**src/rtl/tlb_op_ctrl.sv**
```systemverilog
// TLB management sequencer: runs TLBP/TLBR/TLBWI/TLBWR against a synchronous-read TLB array
// and hands TLBR/TLBP results back to CP0, stalling the pipeline while busy.
module tlb_op_ctrl #(
    parameter int TLB_ENTRY_NUM = 16,
    parameter int IDX_W         = $clog2(TLB_ENTRY_NUM)
) (
    input  logic             clk,
    input  logic             rst,
    input  logic             op_valid_i,
    input  logic [1:0]       op_i,
    input  logic             flush_i,
    input  logic [31:0]      index_i,
    input  logic [31:0]      random_i,
    input  logic [31:0]      entryhi_i,
    input  logic [31:0]      entrylo0_i,
    input  logic [31:0]      entrylo1_i,
    input  logic [31:0]      pagemask_i,
    output logic             stall_o,
    output logic             done_o,
    output logic             tlb_re_o,
    output logic [IDX_W-1:0] tlb_raddr_o,
    input  logic [18:0]      tlb_rvpn2_i,
    input  logic [7:0]       tlb_rasid_i,
    input  logic [15:0]      tlb_rmask_i,
    input  logic             tlb_rg_i,
    input  logic [31:0]      tlb_rlo0_i,
    input  logic [31:0]      tlb_rlo1_i,
    output logic             tlb_we_o,
    output logic [IDX_W-1:0] tlb_waddr_o,
    output logic [18:0]      tlb_wvpn2_o,
    output logic [7:0]       tlb_wasid_o,
    output logic [15:0]      tlb_wmask_o,
    output logic             tlb_wg_o,
    output logic [31:0]      tlb_wlo0_o,
    output logic [31:0]      tlb_wlo1_o,
    output logic             tlbr_op_o,
    output logic             tlbp_op_o,
    output logic [31:0]      entryhi_o,
    output logic [31:0]      entrylo0_o,
    output logic [31:0]      entrylo1_o,
    output logic [31:0]      index_o,
    output logic [1:0]       fsm_state
);

    typedef enum logic [1:0] {
        IDLE  = 2'd0,
        WRITE = 2'd1,
        READ  = 2'd2,
        PROBE = 2'd3
    } state_t;

    localparam logic [IDX_W:0] LAST = (IDX_W+1)'(TLB_ENTRY_NUM);
    localparam logic [IDX_W:0] ONE  = (IDX_W+1)'(1);

    state_t           state;
    logic [18:0]      op_vpn2;
    logic [7:0]       op_asid;
    logic [15:0]      op_mask;
    logic [31:0]      op_lo0;
    logic [31:0]      op_lo1;
    logic [IDX_W-1:0] op_addr;
    // In READ: 0 = issue read, 1 = writeback. In PROBE: number of reads issued so far.
    logic [IDX_W:0]   cnt;

    logic [18:0]      cmp_mask;
    logic             probe_hit;
    logic             probe_end;
    logic [IDX_W:0]   hit_idx;
    logic             unused_bits;

    assign unused_bits = ^{entryhi_i[12:8], pagemask_i[31:29], pagemask_i[12:0],
                           index_i[31:IDX_W], random_i[31:IDX_W]};

    // Compare stage looks at the entry whose read was issued last cycle (cnt-1).
    assign cmp_mask  = {3'b0, tlb_rmask_i};
    assign probe_hit = (cnt != '0)
                     && ((tlb_rvpn2_i & ~cmp_mask) == (op_vpn2 & ~cmp_mask))
                     && (tlb_rg_i || (tlb_rasid_i == op_asid));
    assign probe_end = probe_hit || (cnt == LAST);
    assign hit_idx   = cnt - ONE;

    assign fsm_state = rst ? 2'd0 : state;

    always_comb begin
        stall_o     = 1'b0;
        done_o      = 1'b0;
        tlb_re_o    = 1'b0;
        tlb_raddr_o = '0;
        tlb_we_o    = 1'b0;
        tlb_waddr_o = '0;
        tlb_wvpn2_o = '0;
        tlb_wasid_o = '0;
        tlb_wmask_o = '0;
        tlb_wg_o    = 1'b0;
        tlb_wlo0_o  = '0;
        tlb_wlo1_o  = '0;
        tlbr_op_o   = 1'b0;
        tlbp_op_o   = 1'b0;
        entryhi_o   = '0;
        entrylo0_o  = '0;
        entrylo1_o  = '0;
        index_o     = '0;
        if (!rst) begin
            case (state)
                IDLE: stall_o = op_valid_i & ~flush_i;
                WRITE: if (!flush_i) begin
                    tlb_we_o    = 1'b1;
                    done_o      = 1'b1;
                    tlb_waddr_o = op_addr;
                    tlb_wvpn2_o = op_vpn2;
                    tlb_wasid_o = op_asid;
                    tlb_wmask_o = op_mask;
                    tlb_wg_o    = op_lo0[0] & op_lo1[0];
                    tlb_wlo0_o  = op_lo0;
                    tlb_wlo1_o  = op_lo1;
                end
                READ: if (!flush_i) begin
                    if (cnt == '0) begin
                        tlb_re_o    = 1'b1;
                        tlb_raddr_o = op_addr;
                        stall_o     = 1'b1;
                    end else begin
                        done_o     = 1'b1;
                        tlbr_op_o  = 1'b1;
                        entryhi_o  = {tlb_rvpn2_i, 5'b0, tlb_rasid_i};
                        entrylo0_o = {tlb_rlo0_i[31:1], tlb_rg_i};
                        entrylo1_o = {tlb_rlo1_i[31:1], tlb_rg_i};
                    end
                end
                PROBE: if (!flush_i) begin
                    if (probe_end) begin
                        done_o    = 1'b1;
                        tlbp_op_o = 1'b1;
                        index_o   = probe_hit ? 32'(hit_idx) : 32'h8000_0000;
                    end else begin
                        tlb_re_o    = 1'b1;
                        tlb_raddr_o = cnt[IDX_W-1:0];
                        stall_o     = 1'b1;
                    end
                end
                default: ;
            endcase
        end
    end

    always_ff @(posedge clk) begin
        if (rst) begin
            state   <= IDLE;
            cnt     <= '0;
            op_vpn2 <= '0;
            op_asid <= '0;
            op_mask <= '0;
            op_lo0  <= '0;
            op_lo1  <= '0;
            op_addr <= '0;
        end else begin
            case (state)
                IDLE: if (op_valid_i && !flush_i) begin
                    op_vpn2 <= entryhi_i[31:13];
                    op_asid <= entryhi_i[7:0];
                    op_mask <= pagemask_i[28:13];
                    op_lo0  <= entrylo0_i;
                    op_lo1  <= entrylo1_i;
                    op_addr <= (op_i == 2'b11) ? random_i[IDX_W-1:0] : index_i[IDX_W-1:0];
                    cnt     <= '0;
                    case (op_i)
                        2'b00:   state <= PROBE;
                        2'b01:   state <= READ;
                        default: state <= WRITE;
                    endcase
                end
                WRITE: state <= IDLE;
                READ: begin
                    if (flush_i || cnt != '0) state <= IDLE;
                    else cnt <= ONE;
                end
                PROBE: begin
                    if (flush_i || probe_end) state <= IDLE;
                    else cnt <= cnt + ONE;
                end
                default: state <= IDLE;
            endcase
        end
    end

endmodule

```
**config.mk**
```make
export PLATFORM = sky130hd
export DESIGN_NAME = tlb_op_ctrl
export DESIGN_NICKNAME = d
export VERILOG_FILES = /design/src/rtl/tlb_op_ctrl.sv
export SDC_FILE = /design/constraint.sdc
export NUM_CORES = 1
export LEC_CHECK = 0
export BUFFER_PORTS_ARGS = -buffer_cell sky130_fd_sc_hd__clkbuf_2
export CORE_AREA = 2 2 218 220
export DETAILED_ROUTE_END_ITERATION = 6
export DIE_AREA = 0 0 220 222
export GPL_ROUTABILITY_DRIVEN = 0
export HOLD_SLACK_MARGIN = 0.06
export PLACE_DENSITY = 0.33
export SYNTH_ARGS = -nofsm -noshare
export SYNTH_HDL_FRONTEND = slang
export SYNTH_SLANG_ARGS = --single-unit
```
**constraint.sdc**
```tcl
create_clock -name clk -period 4.5 [get_ports clk]
set_clock_uncertainty 0.2 [all_clocks]
set_input_delay 0.45 -clock clk [delete_from_list [all_inputs] [get_ports clk]]
set_output_delay 0.45 -clock clk [all_outputs]
set_load 0.05 [all_outputs]
```
[Yosys cells after proc, flatten, opt, wreduce, memory -nomap -nowiden]
Index checks and enable logic that the tools add are counted.
Operators by class
  add/subtract/negate cells: 2
  multiply operators: 0
  divide/modulo/power cells: 0
  $lt $le $gt $ge: 0
  eq/ne operators: 13
  shifts and indexed selects: 0
  multiplexer cells: 76
  bitwise operators: 6
  reductions and logical operators: 16
Operators by type and width (count)
  32-bit two-way mux: 23
  19-bit two-way mux: 3
  16-bit two-way mux: 3
  19-bit bitwise AND: 2
  4-bit two-way mux: 9
  8-bit two-way mux: 3
  1-bit two-way mux: 21
  19-bit equality test: 1
  16-bit NOT with 19-bit output: 1
  5-bit two-way mux: 3
  5-bit case mux with 3 select lines: 1
  2-bit inequality test (second input constant): 5
  8-bit equality test: 1
  2-bit two-way mux: 4
  2-bit case mux with 4 select lines: 1
  4-bit case mux with 2 select lines: 1
  2-bit equality test (second input constant): 3
  1-bit case mux with 3 select lines: 2
  5-bit by 1-bit adder with 5-bit output (second input constant): 1
  5-bit equality test (second input constant): 1
  5-bit logical NOT: 1
  5-bit nonzero test: 1
  5-bit by 1-bit subtractor with 5-bit output (second input constant): 1
  2-bit by 1-bit equality test with 1-bit output (second input constant): 2
  12 further kinds: 19
Word-level totals
  register bits after elaboration: 118
  bits in latches: 0
  RAM bits: 0
  memory bits (read-only): 0
  logic and storage cells: 121
  memories kept: 0

[Logic depth before layout (Yosys ltp)]
  word-level depth: 10
  depth in mapped cells: 9
  gate-level depth less buffers: 8

[Worst setup path before layout]
OpenSTA, ideal clock, no wires.
  path kind: register to output
  start point: register cnt[0]
  end point: output stall_o
  arrival time: 2856 ps
  data required time: 3850 ps
  path slack: 994 ps
  stages on the path, launching flop included: 9
  cell sequence: dfxtp_1 inv_1 ha_1 or4b_4 o21ai_1 nor4_2 nand4_2 nand3_2 a311oi_1
Between the ends
  longest elaborated chain between the ends: 8
  elaborated cells between the ends (all ways): 12
  classes of those cells: eq/ne (1); mux (6); reduce/logical (5)
Ends and longest elaborated chain
  from (decl): line 63  | logic [IDX_W:0] cnt;
  from (signal assigned): line 179  | else cnt <= cnt + ONE;
  5-bit nonzero test: line 76  | assign probe_hit = (cnt != '0)
  1-bit logical AND: line 77  | && ((tlb_rvpn2_i & ~cmp_mask) == (op_vpn2 & ~cmp_mask))
  1-bit logical AND: line 78  | && (tlb_rg_i || (tlb_rasid_i == op_asid));
  1-bit logical OR: line 79  | assign probe_end = probe_hit || (cnt == LAST);
  1-bit two-way mux: line 131  | if (probe_end) begin
  1-bit two-way mux: line 130  | PROBE: if (!flush_i) begin
  1-bit case mux with 3 select lines (*): line 104  | case (state)
  1-bit two-way mux (*): line 103  | if (!rst) begin
  to (decl): line 18  | output logic stall_o,
Every way passes the cells marked *; elsewhere a longest branch is shown, timed or not.

[Worst setup path after layout]
  start point: register cnt[0]
  end point: output index_o[1]
Between the ends
  longest elaborated chain between the ends: 8
  elaborated cells between the ends (all ways): 11
  classes of those cells: add/sub (1); eq/ne (1); mux (5); reduce/logical (4)
Ends and longest elaborated chain
  parallel branches: the longest is 4 deep, another holds 5-bit by 1-bit subtractor with 5-bit output
  32-bit two-way mux (*): line 131
  32-bit two-way mux (*): line 130
  32-bit two-way mux (*): line 104
  32-bit two-way mux (*): line 103
  to (decl): line 41  | output logic [31:0] index_o,
Every way passes the cells marked *.

==> flow_summary.toml <==
[floorplan]
floorplan.rows = 79
ios = 558
floorplan.die_area_sq_um = 48800
chipHeight_microns = 222
core_sq_um = 46300
initial_core_util_pct = 13.9
die_w_microns = 220

[detailed_routing]
drt-initial-drc-count = 189
wl_per_cell_microns = 15.0
ant_nets = 0
finalWirelength_mm = 30.3
detail_route.vias_per_cell = 3.74
drc_errors = 0
drt_pre_antenna_iters = 4
routed-via-count = 7567

[final_layout]
seq_area_sq_um = 2360
insertedDiodeCount = 0
area_used_by_multi_input_combinational_logic_sq_um = 3680
finalCoreUtilization_pct = 23.6
final_layout_size_suffix_gt1_share_pct = 35.1
nNetsFinal = 1712
post_layout_nonfiller_instances = 2021
fill_cells = 5221
layout-area-overhead-vs-synth_pct = 70.4

[sta]
transition_time_at_the_pin_with_the_least_slew_margin_ns = 1.05
final_hold_viol_count = 0
slew_headroom_pct = 30.1
setup_viol = 0
timing.setup.tns_ns = 0
fmax_mhz = 251
layout_worst_path_cycle_share_pct = 88.6
grt_setup_unrepaired = "no"
drv_slew = 0
timing.final.crit_period_ns = 3.99

[hold_path]
timing.hold.worst.class = "in2reg"
worstHoldPathCells = 3
hold_path_startpoint = "random_i[0]"
worstHoldEndpoint = "op_addr[0]$_SDFFE_PP0P_"

[setup_path]
critPathLaunchType = "flip-flop"
worst-r2r-cell-count = 8
crit_path_max_fanout = 7
reg2reg_from = "cnt[0]$_SDFFE_PP0P_"
end_of_the_worst_register_to_register_path = "cnt[0]$_SDFFE_PP0P_"
rrSetupSlack_ns = 1.67
slowest_stage = "or4_4"
timing.critical_path.cells = "inv_1 -> ha_1 -> or4b_4 -> o21ai_1 -> nor4_2 -> nand4_2 -> or4_4 -> nor2_1 -> clkbuf_2"
worst_ep_required_time_ns = 3.85
critPathKind = "reg2out"
max_stage_delay_ns = 0.55
critical_path_arrival_ns = 3.34
crit_path_end_kind = "primary output"

[synthesis]
synth_seq_area_share_pct = 36.8
post_synth_instance_area_sq_um = 6410
ys_ff_latch = 118
syn-mean-instance-area_sq_um = 7.31
yosys_warnings = 0
synthesis.instances = 877
synth_cell_types = 42

[place]
placed_cells = 1877
buffer_ports.inserted = 447
place.detailed.hpwl_mm = 22.3

[power_and_ir_drop]
ir_drop_mv = 0.245
power_density_over_cell_area_nw_per_um2 = 286
total_power_mw = 3.12
power.static_leakage_nw = 5.16

[cts]
ctsResizeCount = 0
clkTransAtPathRegs_ns = 0.06
htreeDepth = 4
clock_sinks = 118
clockBufferDepth = 2
clock_latency_ns = 0.45
clock-root-buffer = "clkbuf_16"
cts_tree = "done"
cts-buffers-inserted = 17

[flow_run]
drv_cap = 0

[global_routing]
grt_max_degree = 92
grt_pass1_vias = 7381
number_of_antenna_violations_at_the_first_check_in_global_routing = 1
grt_first_pass_wirelength_mm = 44.5
overflow = 0
grt.total_usage_pct = 12.1

[status]
outcome = "completed"
where the power goes:
| part | total, mW | internal [mW] | switching (mW) |
|---|---|---|---|
| Clock | 1.55 | 1.02 | 0.529 |
| Sequential | 1.13 | 1.10 | 0.0319 |
| Combinational | 0.446 | 0.200 | 0.246 |
worst max-delay path by stage:
stage | start | to | slack (ns)
CTS | cnt[0]$_SDFFE_PP0P_ | index_o[1] | 0.22
floorplan | cnt[0]$_SDFFE_PP0P_ | stall_o | 0.99
global route | cnt[0]$_SDFFE_PP0P_ | index_o[1] | 0.12
detailed placement | cnt[0]$_SDFFE_PP0P_ | index_o[1] | 0.73
global placement | cnt[0]$_SDFFE_PP0P_ | index_o[4] | 0.76
finish | cnt[0]$_SDFFE_PP0P_ | index_o[1] | 0.51
cell families (layout without fill, tap and decap cells):
group	after synthesis	after routing	synth area share (%)
compound gates	139	139	12.0
xor+xnor	30	30	4.10
fa+ha+maj	3	3	0.586
buf+inv	101	608	7.92
flops	118	118	36.8
mux	1	1	0.156
other cells	1	31	0.0585
simple gates	484	484	38.3
per-stage QoR:
stage | cell area, sq um | worst slack, ns | hold slack [ns]
2_1_floorplan | 6520 | 0.994 | 0.232
3_3_place_gp | 9140 | 0.763 | 0.238
3_5_place_dp | 9140 | 0.731 | 0.242
4_1_cts | 10900 | 0.219 | 0.0613
5_1_grt | 10900 | 0.122 | 0.0814
6_report | 10900 | 0.513 | 0.0975
layout make-up:
class | instances | area share [%]
Multi-Input combinational cell | 688 | 33.7
Tap cell | 607 | 6.95
Clock buffer | 22 | 4.34
Inverter | 7 | 0.240
Sequential cell | 118 | 21.6
Timing Repair Buffer | 571 | 31.6
Clock inverter | 8 | 1.57
sequential cells by signal, summed over array words and instances, names as in the netlist:
| name | cells |
|---|---|
| state | 2 |
| op_addr | 4 |
| op_vpn2 | 19 |
| op_lo0 | 32 |
| op_asid | 8 |
| op_mask | 16 |
| op_lo1 | 32 |
| cnt | 5 |
critical path, delay by kind of cell, from the launching register on:
family	cells	cell delay [ns]
and+or+nand+nor	5	1.74
DFF	1	0.42
buffers and inverters	2	0.41
adders and majority gates	1	0.21
AOI/OAI and AO/OA	1	0.09
timing repair:
item	4_1_cts	5_1_grt
hold buffers	114	0
buffers inserted	0	0
hold endpoints to repair	111	0
cell usage after synthesis:
library cell	count	area (sq um)
nand2_1	225	845
a21oi_1	114	571
o21a_1	5	37.5
buf_4	32	240
a41o_1	1	10.0
o21ai_1	1	5.00
or3_1	1	6.26
conb_1	1	3.75
a32oi_1	2	17.5
o31ai_1	1	7.51
nor2b_1	2	12.5
and2_1	203	1270
buf_2	7	35.0
a2111oi_2	2	30.0
o22ai_1	7	43.8
o21ai_0	1	5.00
nor4b_1	1	8.76
clkbuf_1	55	206
or4b_4	1	13.8
ha_1	3	37.5
nor2_1	19	71.3
a311oi_1	5	43.8
nor3_1	5	25.0
nor4_1	3	18.8
dfxtp_1	118	2360
and3_1	5	31.3
nand2b_1	2	12.5
nor3_2	1	10.0
and4_1	1	8.76
mux2i_1	1	10.0
nor4_2	1	12.5
or4_4	1	11.3
or4b_2	1	10.0
nor4b_2	1	15.0
nor3b_1	1	7.51
inv_1	7	26.3
xor2_1	6	52.6
nand4b_1	1	8.76
nand3_1	7	35.0
xnor2_1	24	210
nand3_2	1	10.0
nand4_2	1	12.5
layer usage:
metal | vias up | track usage [%] | share of wire [%]
li1 | 3789 | - | -
met1 | 3466 | 13.1 | 39
met2 | 290 | 22.2 | 52
met3 | 20 | 4.02 | 7.7
met4 | 2 | 3.51 | 1.0
met5 | - | 0 | 0.033
cell usage in the layout (no fill, tap or decap), types with 5 or more instances in the layout:
| cell | n |
|---|---|
| xnor2_1 | 24 |
| conb_1 | 31 |
| dfxtp_1 | 118 |
| and2_1 | 203 |
| o22ai_1 | 7 |
| a311oi_1 | 5 |
| dlygate4sd3_1 | 114 |
| xor2_1 | 6 |
| o21a_1 | 5 |
| clkbuf_2 | 446 |
| nand2_1 | 225 |
| and3_1 | 5 |
| nand3_1 | 7 |
| buf_4 | 11 |
| nor2_1 | 19 |
| clkbuf_16 | 17 |
| bufinv_16 | 5 |
| inv_1 | 7 |
| a21oi_1 | 114 |
| nor3_1 | 5 |
No activity file was read; power rests on OpenSTA's default activity.
